$ cat config.mk
export PLATFORM = sky130hd
export DESIGN_NAME = video_layer_mixer_flat
export DESIGN_NICKNAME = d
export VERILOG_FILES = /design/src/rtl/video_layer_mixer_if.sv /design/src/rtl/video_layer_mixer.sv /design/src/flat_wrapper.sv
export SDC_FILE = /design/constraint.sdc
export NUM_CORES = 1
export LEC_CHECK = 0
export ABC_AREA = 0
export BUFFER_PORTS_ARGS = -buffer_cell sky130_fd_sc_hd__buf_2
export CORE_ASPECT_RATIO = 0.6
export CORE_MARGIN = 2
export CORE_UTILIZATION = 60
export CTS_CLUSTER_DIAMETER = 30
export DETAILED_ROUTE_END_ITERATION = 10
export GPL_TIMING_DRIVEN = 1
export PLACE_DENSITY = 0.84
export SYNTH_ARGS = -nofsm -noshare
export SYNTH_HDL_FRONTEND = slang
export SYNTH_SLANG_ARGS = --single-unit
$ cat constraint.sdc
create_clock -name clk_ctrl -period 9.14 [get_ports clk_ctrl]
set_input_delay 0.457 -clock clk_ctrl [delete_from_list [all_inputs] [get_ports clk_ctrl]]
set_output_delay 0.457 -clock clk_ctrl [all_outputs]
set_load 0.02 [all_outputs]
$ cat src/rtl/video_layer_mixer_if.sv
// Pixel stream bundle for the layer mixer: per-layer input pixels with shared
// timing, and the composited output stream with its delayed timing.
interface video_layer_mixer_if #(
  parameter int NUM_LAYERS = 3,
  parameter int DATA_W     = 16
);
  logic                         i_vs;
  logic                         i_hs;
  logic                         i_de;
  logic [NUM_LAYERS*DATA_W-1:0] i_layer_data;
  logic [NUM_LAYERS-1:0]        i_layer_valid;
  logic                         o_vs;
  logic                         o_hs;
  logic                         o_de;
  logic [DATA_W-1:0]            o_rgb;

  modport master (
    output i_vs, i_hs, i_de, i_layer_data, i_layer_valid,
    input  o_vs, o_hs, o_de, o_rgb
  );

  modport slave (
    input  i_vs, i_hs, i_de, i_layer_data, i_layer_valid,
    output o_vs, o_hs, o_de, o_rgb
  );
endinterface

$ cat src/rtl/video_layer_mixer.sv
// RGB565 layer compositor: opaque / colour-key / 50% blend per layer, with
// configuration shadowed at each frame start and a fixed 2-cycle pipeline.
module video_layer_mixer #(
  parameter int   NUM_LAYERS = 3,
  parameter int   DATA_W     = 16,
  parameter logic VS_POL     = 1'b1,
  parameter int   CNT_W      = 16
) (
  input  logic                    clk_ctrl,
  input  logic                    reset_n,
  input  logic [NUM_LAYERS-1:0]   cfg_layer_en,
  input  logic [2*NUM_LAYERS-1:0] cfg_mode,
  input  logic [DATA_W-1:0]       cfg_key,
  input  logic [DATA_W-1:0]       cfg_bg_color,
  video_layer_mixer_if.slave      vid,
  output logic [CNT_W-1:0]        o_frame_cnt,
  output logic                    o_cfg_applied
);

  localparam logic [1:0] MODE_KEY   = 2'b01;
  localparam logic [1:0] MODE_BLEND = 2'b10;

  // Halve each colour field separately so no carry crosses field boundaries.
  function automatic logic [DATA_W-1:0] blend50(input logic [DATA_W-1:0] a,
                                                input logic [DATA_W-1:0] b);
    logic [DATA_W-1:0] r;
    r        = '0;
    r[15:11] = {1'b0, a[15:12]} + {1'b0, b[15:12]};
    r[10:5]  = {1'b0, a[10:6]}  + {1'b0, b[10:6]};
    r[4:0]   = {1'b0, a[4:1]}   + {1'b0, b[4:1]};
    return r;
  endfunction

  logic                         vs_prev_q,      vs_prev_d;
  logic [NUM_LAYERS-1:0]        shadow_en_q,    shadow_en_d;
  logic [2*NUM_LAYERS-1:0]      shadow_mode_q,  shadow_mode_d;
  logic [DATA_W-1:0]            shadow_key_q,   shadow_key_d;
  logic [DATA_W-1:0]            shadow_bg_q,    shadow_bg_d;
  logic [CNT_W-1:0]             frame_cnt_q,    frame_cnt_d;
  logic                         cfg_applied_q,  cfg_applied_d;
  logic [NUM_LAYERS*DATA_W-1:0] s1_data_q,      s1_data_d;
  logic [NUM_LAYERS-1:0]        s1_contrib_q,   s1_contrib_d;
  logic [2*NUM_LAYERS-1:0]      s1_mode_q,      s1_mode_d;
  logic [DATA_W-1:0]            s1_bg_q,        s1_bg_d;
  logic                         s1_de_q,        s1_de_d;
  logic                         s1_hs_q,        s1_hs_d;
  logic                         s1_vs_q,        s1_vs_d;
  logic [DATA_W-1:0]            out_rgb_q,      out_rgb_d;
  logic                         out_de_q,       out_de_d;
  logic                         out_hs_q,       out_hs_d;
  logic                         out_vs_q,       out_vs_d;
  logic                         frame_start_s;
  logic [DATA_W-1:0]            acc_s;

  // Frame-start detection, shadow loading and the frame counter.
  always_comb begin
    frame_start_s = (vid.i_vs == VS_POL) && (vs_prev_q != VS_POL);
    vs_prev_d     = vid.i_vs;
    cfg_applied_d = frame_start_s;
    if (frame_start_s) begin
      shadow_en_d   = cfg_layer_en;
      shadow_mode_d = cfg_mode;
      shadow_key_d  = cfg_key;
      shadow_bg_d   = cfg_bg_color;
      frame_cnt_d   = frame_cnt_q + {{(CNT_W-1){1'b0}}, 1'b1};
    end else begin
      shadow_en_d   = shadow_en_q;
      shadow_mode_d = shadow_mode_q;
      shadow_key_d  = shadow_key_q;
      shadow_bg_d   = shadow_bg_q;
      frame_cnt_d   = frame_cnt_q;
    end
  end

  // Stage 1: capture pixels with the shadow values current on entry.
  always_comb begin
    s1_data_d    = vid.i_layer_data;
    s1_mode_d    = shadow_mode_q;
    s1_bg_d      = shadow_bg_q;
    s1_de_d      = vid.i_de;
    s1_hs_d      = vid.i_hs;
    s1_vs_d      = vid.i_vs;
    s1_contrib_d = '0;
    for (int k = 0; k < NUM_LAYERS; k++) begin
      s1_contrib_d[k] = shadow_en_q[k] & vid.i_layer_valid[k] &
                        ~((shadow_mode_q[2*k +: 2] == MODE_KEY) &&
                          (vid.i_layer_data[k*DATA_W +: DATA_W] == shadow_key_q));
    end
  end

  // Stage 2: fold layers bottom to top over the background colour.
  always_comb begin
    acc_s = s1_bg_q;
    for (int k = 0; k < NUM_LAYERS; k++) begin
      if (s1_contrib_q[k]) begin
        case (s1_mode_q[2*k +: 2])
          MODE_BLEND: acc_s = blend50(acc_s, s1_data_q[k*DATA_W +: DATA_W]);
          default:    acc_s = s1_data_q[k*DATA_W +: DATA_W];
        endcase
      end else begin
        acc_s = acc_s;
      end
    end
    if (s1_de_q) begin
      out_rgb_d = acc_s;
    end else begin
      out_rgb_d = '0;
    end
    out_de_d = s1_de_q;
    out_hs_d = s1_hs_q;
    out_vs_d = s1_vs_q;
  end

  // State registers; vs_prev resets to the active level so a vsync held
  // active across reset release is not mistaken for a frame start.
  always_ff @(posedge clk_ctrl) begin
    if (!reset_n) begin
      vs_prev_q     <= VS_POL;
      shadow_en_q   <= '0;
      shadow_mode_q <= '0;
      shadow_key_q  <= '0;
      shadow_bg_q   <= '0;
      frame_cnt_q   <= '0;
      cfg_applied_q <= 1'b0;
      s1_data_q     <= '0;
      s1_contrib_q  <= '0;
      s1_mode_q     <= '0;
      s1_bg_q       <= '0;
      s1_de_q       <= 1'b0;
      s1_hs_q       <= 1'b0;
      s1_vs_q       <= ~VS_POL;
      out_rgb_q     <= '0;
      out_de_q      <= 1'b0;
      out_hs_q      <= 1'b0;
      out_vs_q      <= ~VS_POL;
    end else begin
      vs_prev_q     <= vs_prev_d;
      shadow_en_q   <= shadow_en_d;
      shadow_mode_q <= shadow_mode_d;
      shadow_key_q  <= shadow_key_d;
      shadow_bg_q   <= shadow_bg_d;
      frame_cnt_q   <= frame_cnt_d;
      cfg_applied_q <= cfg_applied_d;
      s1_data_q     <= s1_data_d;
      s1_contrib_q  <= s1_contrib_d;
      s1_mode_q     <= s1_mode_d;
      s1_bg_q       <= s1_bg_d;
      s1_de_q       <= s1_de_d;
      s1_hs_q       <= s1_hs_d;
      s1_vs_q       <= s1_vs_d;
      out_rgb_q     <= out_rgb_d;
      out_de_q      <= out_de_d;
      out_hs_q      <= out_hs_d;
      out_vs_q      <= out_vs_d;
    end
  end

  assign vid.o_rgb     = out_rgb_q;
  assign vid.o_de      = out_de_q;
  assign vid.o_hs      = out_hs_q;
  assign vid.o_vs      = out_vs_q;
  assign o_frame_cnt   = frame_cnt_q;
  assign o_cfg_applied = cfg_applied_q;

endmodule

$ cat src/flat_wrapper.sv
// flat-port wrapper written by rule: the top's interface ports become plain ports
module video_layer_mixer_flat 
#(
  parameter int   NUM_LAYERS = 3,
  parameter int   DATA_W     = 16,
  parameter logic VS_POL     = 1'b1,
  parameter int   CNT_W      = 16
)
  (clk_ctrl, reset_n, cfg_layer_en, cfg_mode, cfg_key, cfg_bg_color, o_frame_cnt, o_cfg_applied, vid_i_vs, vid_i_hs, vid_i_de, vid_i_layer_data, vid_i_layer_valid, vid_o_vs, vid_o_hs, vid_o_de, vid_o_rgb);
  video_layer_mixer_if #(.NUM_LAYERS(NUM_LAYERS), .DATA_W(DATA_W)) vid_i ();
  input  logic clk_ctrl;
  input  logic reset_n;
  input  logic [NUM_LAYERS-1:0] cfg_layer_en;
  input  logic [2*NUM_LAYERS-1:0] cfg_mode;
  input  logic [DATA_W-1:0] cfg_key;
  input  logic [DATA_W-1:0] cfg_bg_color;
  output logic [CNT_W-1:0] o_frame_cnt;
  output logic o_cfg_applied;
  input wire logic [$bits(vid_i.i_vs)-1:0] vid_i_vs;
  input wire logic [$bits(vid_i.i_hs)-1:0] vid_i_hs;
  input wire logic [$bits(vid_i.i_de)-1:0] vid_i_de;
  input wire logic [$bits(vid_i.i_layer_data)-1:0] vid_i_layer_data;
  input wire logic [$bits(vid_i.i_layer_valid)-1:0] vid_i_layer_valid;
  output wire logic [$bits(vid_i.o_vs)-1:0] vid_o_vs;
  output wire logic [$bits(vid_i.o_hs)-1:0] vid_o_hs;
  output wire logic [$bits(vid_i.o_de)-1:0] vid_o_de;
  output wire logic [$bits(vid_i.o_rgb)-1:0] vid_o_rgb;
  assign vid_i.i_vs = vid_i_vs;
  assign vid_i.i_hs = vid_i_hs;
  assign vid_i.i_de = vid_i_de;
  assign vid_i.i_layer_data = vid_i_layer_data;
  assign vid_i.i_layer_valid = vid_i_layer_valid;
  assign vid_o_vs = vid_i.o_vs;
  assign vid_o_hs = vid_i.o_hs;
  assign vid_o_de = vid_i.o_de;
  assign vid_o_rgb = vid_i.o_rgb;
  video_layer_mixer #(.NUM_LAYERS(NUM_LAYERS), .DATA_W(DATA_W), .VS_POL(VS_POL), .CNT_W(CNT_W)) u_core (.clk_ctrl(clk_ctrl), .reset_n(reset_n), .cfg_layer_en(cfg_layer_en), .cfg_mode(cfg_mode), .cfg_key(cfg_key), .cfg_bg_color(cfg_bg_color), .vid(vid_i), .o_frame_cnt(o_frame_cnt), .o_cfg_applied(o_cfg_applied));
endmodule
==> results of run 1 <==
[per-stage QoR]
step | cell area, µm² | hold WS, ns | cells | worst slack, ns | utilization [%]
after detailed placement | 8250 | 0.419 | 1078 | 5.01 | 67.9
after global routing | 8860 | 0.227 | 1109 | 4.63 | 73.0
after global placement | 8250 | 0.413 | 1078 | 5.16 | 67.9
final | 8860 | 0.248 | 1109 | 4.92 | 73.0
after CTS | 8860 | 0.230 | 1109 | 5.00 | 73.0
after floorplan | 7530 | 0.412 | 820 | 5.48 | -
[power by group]
group          leakage, nW  switching [W]  internal (W)
clock network        0.296       0.000296      0.000436
registers             1.26      0.0000248      0.000697
logic                 2.34      0.0000780     0.0000663
total                 3.90       0.000399       0.00120
[routing by layer]
metal / vias to the layer above / global-route usage [%] / wire, µm
li1: 3046 / - / -
met1: 2964 / 45.8 / 9470
met2: 315 / 44.9 / 8490
met3: 24 / 12.2 / 2760
met4: 0 / 7.62 / 226
met5: - / 0 / 0
[path summary, 6_finish.rpt]
check	start	to	slack, ns	cells after the start
hold reg to reg	u_core.out_hs_d	u_core.vid.o_hs	0.44	1
hold / removal	vid_i_hs	u_core.out_hs_d	0.25	2
setup / recovery	u_core.s1_contrib_q[0]	u_core.vid.o_rgb[9]	4.92	16
setup reg to reg	u_core.s1_contrib_q[0]	u_core.vid.o_rgb[9]	4.92	16
[synthesized netlist by cell type (all sizes together) (10+ instances only)]
cell type / number
nand3: 24
a21boi: 20
buf: 13
nor2: 26
nor2b: 10
a21oi: 27
xnor2: 65
clkbuf: 29
dfxtp: 154
nand2: 98
ha: 42
o22a: 22
a21o: 12
and2: 92
o211ai: 10
nand4: 16
o21ai: 13
inv: 28
[logic make-up after synthesis]
logic type	synth area share [%]
AND/OR/NAND/NOR	21.5
AO/OA/AOI/OAI	15.5
flip-flops	41.0
XOR/XNOR	8.61
buffers and inverters	3.67
adder cells (fa/ha/maj)	9.37
multiplexers	0.415
[layout make-up]
| class | instances | area (µm²) |
|---|---|---|
| inverter | 28 | 105 |
| fill | 893 | 3280 |
| tap | 165 | 206 |
| multi-input combinational | 596 | 4170 |
| timing repair buffer | 135 | 683 |
| clock buffer | 17 | 425 |
| clock inverter | 14 | 188 |
| sequential | 154 | 3080 |
[state kept, by name, indices dropped and copies added (netlist names)]
register,flops
u_core.vid.o_de,1
u_core.vs_prev_q,1
u_core.shadow_en_q,3
u_core.s1_mode_q,6
u_core.vid.o_rgb,16
u_core.shadow_key_q,16
u_core.vid.o_hs,1
u_core.s1_contrib_q,3
u_core.vid.o_vs,1
u_core.out_de_d,1
u_core.s1_bg_d,16
u_core.o_frame_cnt,16
u_core.out_vs_d,1
u_core.o_cfg_applied,1
u_core.s1_bg_q,16
u_core.out_hs_d,1
u_core.s1_data_q,48
u_core.s1_mode_d,6
[critical path, cell delays in order, from the launching register on]
cell,delay [ns]
dfxtp_1,0.90
inv_2,0.31
nand2_1,0.17
nand2_1,0.07
ha_1,0.22
fa_1,0.49
and3b_1,0.16
a211oi_1,0.05
a31oi_1,0.27
ha_1,0.23
inv_1,0.06
fa_1,0.38
nor2b_1,0.17
o21ai_0,0.12
and3_1,0.18
nor4_1,0.21
o211a_1,0.18
==> results.txt, run 1 <==
Worst Hold Class: input pin to register
PortBufs: 132
GP Congestion: 0.957
Die W: 149 µm
DRC: 0
Dominant synthesized flop cell: dfxtp_1
RSZ-0062 raised after global routing: false
Clk_skew: 0.00956 ns
Sequential share of the synthesized area: 41.0%
Post-CTS setup repair buffer count: 0
Critical Path RT: 9.50 ns
Initial antenna violation count: 0
Leading area contributor after synthesis: dfxtp_1
Clk buf depth: 2
Post-synth cell types: 58
Detailed placement HPWL: 15.6 mm
Synthesis Warnings: 0
Root Driver: clkbuf_16
Layout cells sized above 1: 18.1%
Post-synth EDFFs: 0
Post-synthesis register bit count: 154
Leading cell type in the layout, fill and taps excluded: dfxtp_1
Final worst-path cycle share: 46.2%
CTS tree: yes
CP startpoint kind: register
Worst-Skew Late Latency: 0.42 ns
H-tree depth: 4
Synthesized area per cell: 9.18 µm²
Peak supply drop: 0.119 mV
Total GRT Usage: 31.9%
CP arrival: 4.58 ns
Via density per instance: 5.72
Syn nets: 968
Nets@finish: 1,080
Post-route ant nets: 0
Final Hold Fails: 0
Synthesized area: 7530 µm²
Most frequent cells in the layout: 154 x dfxtp_1, 132 x buf_2, 98 x nand2_1
Synth top area share: 41.0%
# diodes: 0
Async SR Flop Fraction: 0%
CTS clk-pin slew, worst paths: 0.06 ns
Via count: 6,349
Setup TNS: 0 ns
Die Ht: 90.8 µm
Num CTS Buffers: 17
Post-CTS Resized: 0
Post-Syn Instances: 820
Core ar.: 12,100 µm²
DRT Pass-1 Iters: 5
Cts hold-fix bufs: 0
Rows: 31
Worst Setup End Kind: register
Wire per inst: 18.9 µm
Final setup fails: 0
Maximum fanout along the worst path: 27
Die ar.: 13,500 µm²
Area Growth Syn to Fin: 17.7%
GRT Residual Overflow: 0
Area contributors post-synth: dfxtp_1 41%, and2_1 7.6%, xnor2_1 7.6%
Worst Max-Slew Pin Slew: 1.02 ns
Wirelength, routed: 20.9 mm
P per Cell Area: 180 nW/µm²
Pin count of the biggest net entering global routing: 113
Global-route wire length before repair: 32.8 mm
Slew Limit Fails: 0
Initial Utilization: 62.0%
Worst rel slew slack: 31.8%
Max Cap Viol: 0
WS Path Type: register to register
1st-iter DRT viols: 602
FMAX: 0.237 GHz
Outcome: completed
Vias in the first global route: 6,111
Tot Pwr: 0.00160 W
Clock sink count: 154
Crit path time final: 4.22 ns
Leakage: 3.90 nW
I/O pin count: 133
(Power assumes the default switching activity.)
==> inputs of run 2 (changes only) <==
Settings changed: CORE_UTILIZATION 60 to 51, PLACE_DENSITY 0.84 to 0.76.
Clock period 9.14 ns to 3.4 ns, I/O delays scaled along.
==> run 2 against run 1 <==
Net effect: non-clock buffer count up 130; the flow now finishes with violations (negative hold slack, negative setup slack); power rose to 2.8 times the previous value; global-route usage down 2.5 points; maximum frequency up 9.1%; clock power rose to 2.7 times the previous value; register-to-register slack worse by 5.4 ns; critical endpoint unchanged; flip-flop and latch count unchanged; largest cell class unchanged; setup slack worse by 5.4 ns; largest power group unchanged; clock skew up 0.00096 ns; routed wire length up 11%.
==> results.txt, run 2 (synthesized netlist as in run 1, its figures left out) <==
GRT Residual Overflow: 0
# diodes: 0
Biggest register: u_core.s1_data_q
Root Driver: clkbuf_16
Worst Max-Slew Pin Slew: 1.14 ns
CP bufs+invs: 2
Pin count of the biggest net entering global routing: 61
CP max-delay cell: o41ai_1
Max Cap Viol: 0
Hold Path Stages: 2
Finished Layout Cells: 1,273
CP arrival: 4.23 ns
1st-iter DRT viols: 409
Via count: 6,848
Layout cells sized above 1: 27.7%
CTS tree: yes
Die Ht: 98.1 µm
Critical Path RT: 3.77 ns
Slew Limit Fails: 0
Worst R2R Path Depth: 18
DRC: 0
Hold Path End: u_core.s1_bg_d[7]
Final core occ: 71.4%
Rows: 34
PortBufs: 132
FMAX: 0.259 GHz
Maximum fanout along the worst path: 3
Initial Utilization: 52.1%
RR Endpoint: u_core.vid.o_rgb[9]
Final setup fails: 12
Core ar.: 14,500 µm²
Global-route wire length before repair: 36.0 mm
Most used routing layer: met2
Outcome: finished, violations left
Peak supply drop: 0.301 mV
Leading cell type in the layout, fill and taps excluded: dfxtp_1
Final hold slack: -0.0000385 ns
Clock sink count: 154
Nets@finish: 1,210
Worst path cell trace: ha_4, inv_2, fa_1, xnor2_1, nand2_1, a31o_1, inv_1, ha_1, a21o_1, and3_1, o41ai_1, o21a_1, ha_1, nor2b_4, o21ai_2, a21oi_2, nor4_2, o211a_1
CP startpoint kind: register
M2 GR Usage: 44.4%
Final worst-path cycle share: 114%
CTS clk-pin slew, worst paths: 0.07 ns
RSZ-0062 raised after global routing: true
Vias in the first global route: 6,605
Delay-heaviest family, CP: compound AO/OA/AOI/OAI gates
Final worst slack: -0.466 ns
Die ar.: 15,800 µm²
Grt met1 use: 43.9%
Wirelength, routed: 23.2 mm
WS Path Type: register to register
Top cell by count, worst path: ha_1
Most frequent cells in the layout: 147 x dfxtp_1, 132 x buf_2, 96 x nand2_1
Leakage: 4.53 nW
Total GRT Usage: 29.4%
FF-to-FF Start: u_core.s1_bg_q[6]
Worst rel slew slack: 24.2%
Worst hold start: cfg_bg_color[7]
DRT Pass-1 Iters: 7
Die W: 161 µm
Failing checks: negative hold slack, negative setup slack
Worst path max stage delay: 0.40 ns
Clk_skew: 0.0105 ns
Worst Setup End Kind: register
Initial antenna violation count: 0
GP Congestion: 0.922
Via density per instance: 5.38
Crit path time final: 3.87 ns
Reg-to-reg slack, setup: -0.47 ns
FILL cells: 1,089
I/O pin count: 133
H-tree depth: 4
Worst-Skew Late Latency: 0.43 ns
Final Hold Fails: 1
P per Cell Area: 431 nW/µm²
Detailed placement HPWL: 16.5 mm
Wire per inst: 18.2 µm
Area Growth Syn to Fin: 37.2%
Storage cell area: 3090 µm²
Max reg flops: 48
Post-Place Cells: 1,167
Tot Pwr: 0.00445 W
Post-route ant nets: 0
Area of the multi-input gates: 4430 µm²
Clk buf depth: 2
M3 GR Usage: 5.44%
Num CTS Buffers: 17
Worst Hold Class: input pin to register
run 2: layout make-up:
type	instances	share of cell area, %
Multi-Input combinational cell	596	42.9
Sequential cell	154	29.9
Clock buffer	18	4.25
Inverter	28	1.02
Timing Repair Buffer	265	17.8
Tap cell	198	2.40
Clock inverter	14	1.68
run 2: worst max-delay path by stage:
stage,slack (ns),startpoint,depth (start not counted),endpoint
6_report,-0.47,u_core.s1_bg_q[6],18,u_core.vid.o_rgb[9]
3_5_place_dp,-0.58,u_core.s1_data_q[6],19,u_core.vid.o_rgb[9]
4_1_cts,-0.47,u_core.s1_bg_q[6],19,u_core.vid.o_rgb[9]
3_3_place_gp,-0.41,u_core.s1_data_q[6],19,u_core.vid.o_rgb[9]
2_1_floorplan,-0.23,u_core.s1_data_q[6],19,u_core.vid.o_rgb[9]
5_1_grt,-0.69,u_core.s1_bg_q[6],18,u_core.vid.o_rgb[9]
run 2: routing by layer:
layer	vias up	share of wire, %
met5	-	0
met4	0	1.1
met3	23	7.8
met2	247	43
met1	3267	48
li1	3311	-
run 2: worst reg2reg max path, cell delays in order (launching register included):
cell and delay [ns]:
dfxtp_2 0.35, ha_4 0.14, inv_2 0.04, fa_1 0.39, xnor2_1 0.16, nand2_1 0.08, a31o_1 0.23, inv_1 0.10
ha_1 0.24, a21o_1 0.21, and3_1 0.19, o41ai_1 0.40, o21a_1 0.22, ha_1 0.28, nor2b_4 0.16, o21ai_2 0.16
a21oi_2 0.08, nor4_2 0.21, o211a_1 0.18
run 2: power breakdown:
group	switching [W]	internal [W]
Sequential	0.0000632	0.00187
Clock	0.000860	0.00113
Combinational	0.000246	0.000277
run 2: stage by stage:
stage | hold WS, ns | setup TNS, ns | cell area (µm²) | setup slack [ns]
2_1_floorplan | 0.271 | -0.274 | 7580 | -0.227
3_3_place_gp | 0.376 | -2.77 | 8790 | -0.413
3_5_place_dp | 0.383 | -3.81 | 8790 | -0.580
4_1_cts | 0.000657 | -3.22 | 10200 | -0.471
5_1_grt | 0.0000300 | -5.69 | 10300 | -0.692
6_report | -0.0000385 | -3.40 | 10300 | -0.466
run 2: timing repair:
action,in CTS,in global routing
hold buffers,60,0
endpoints found under the setup margin,13,14
pin swaps,22,20
hold endpoints to repair,61,0
setup buffers,8,7
resized for setup,22,24
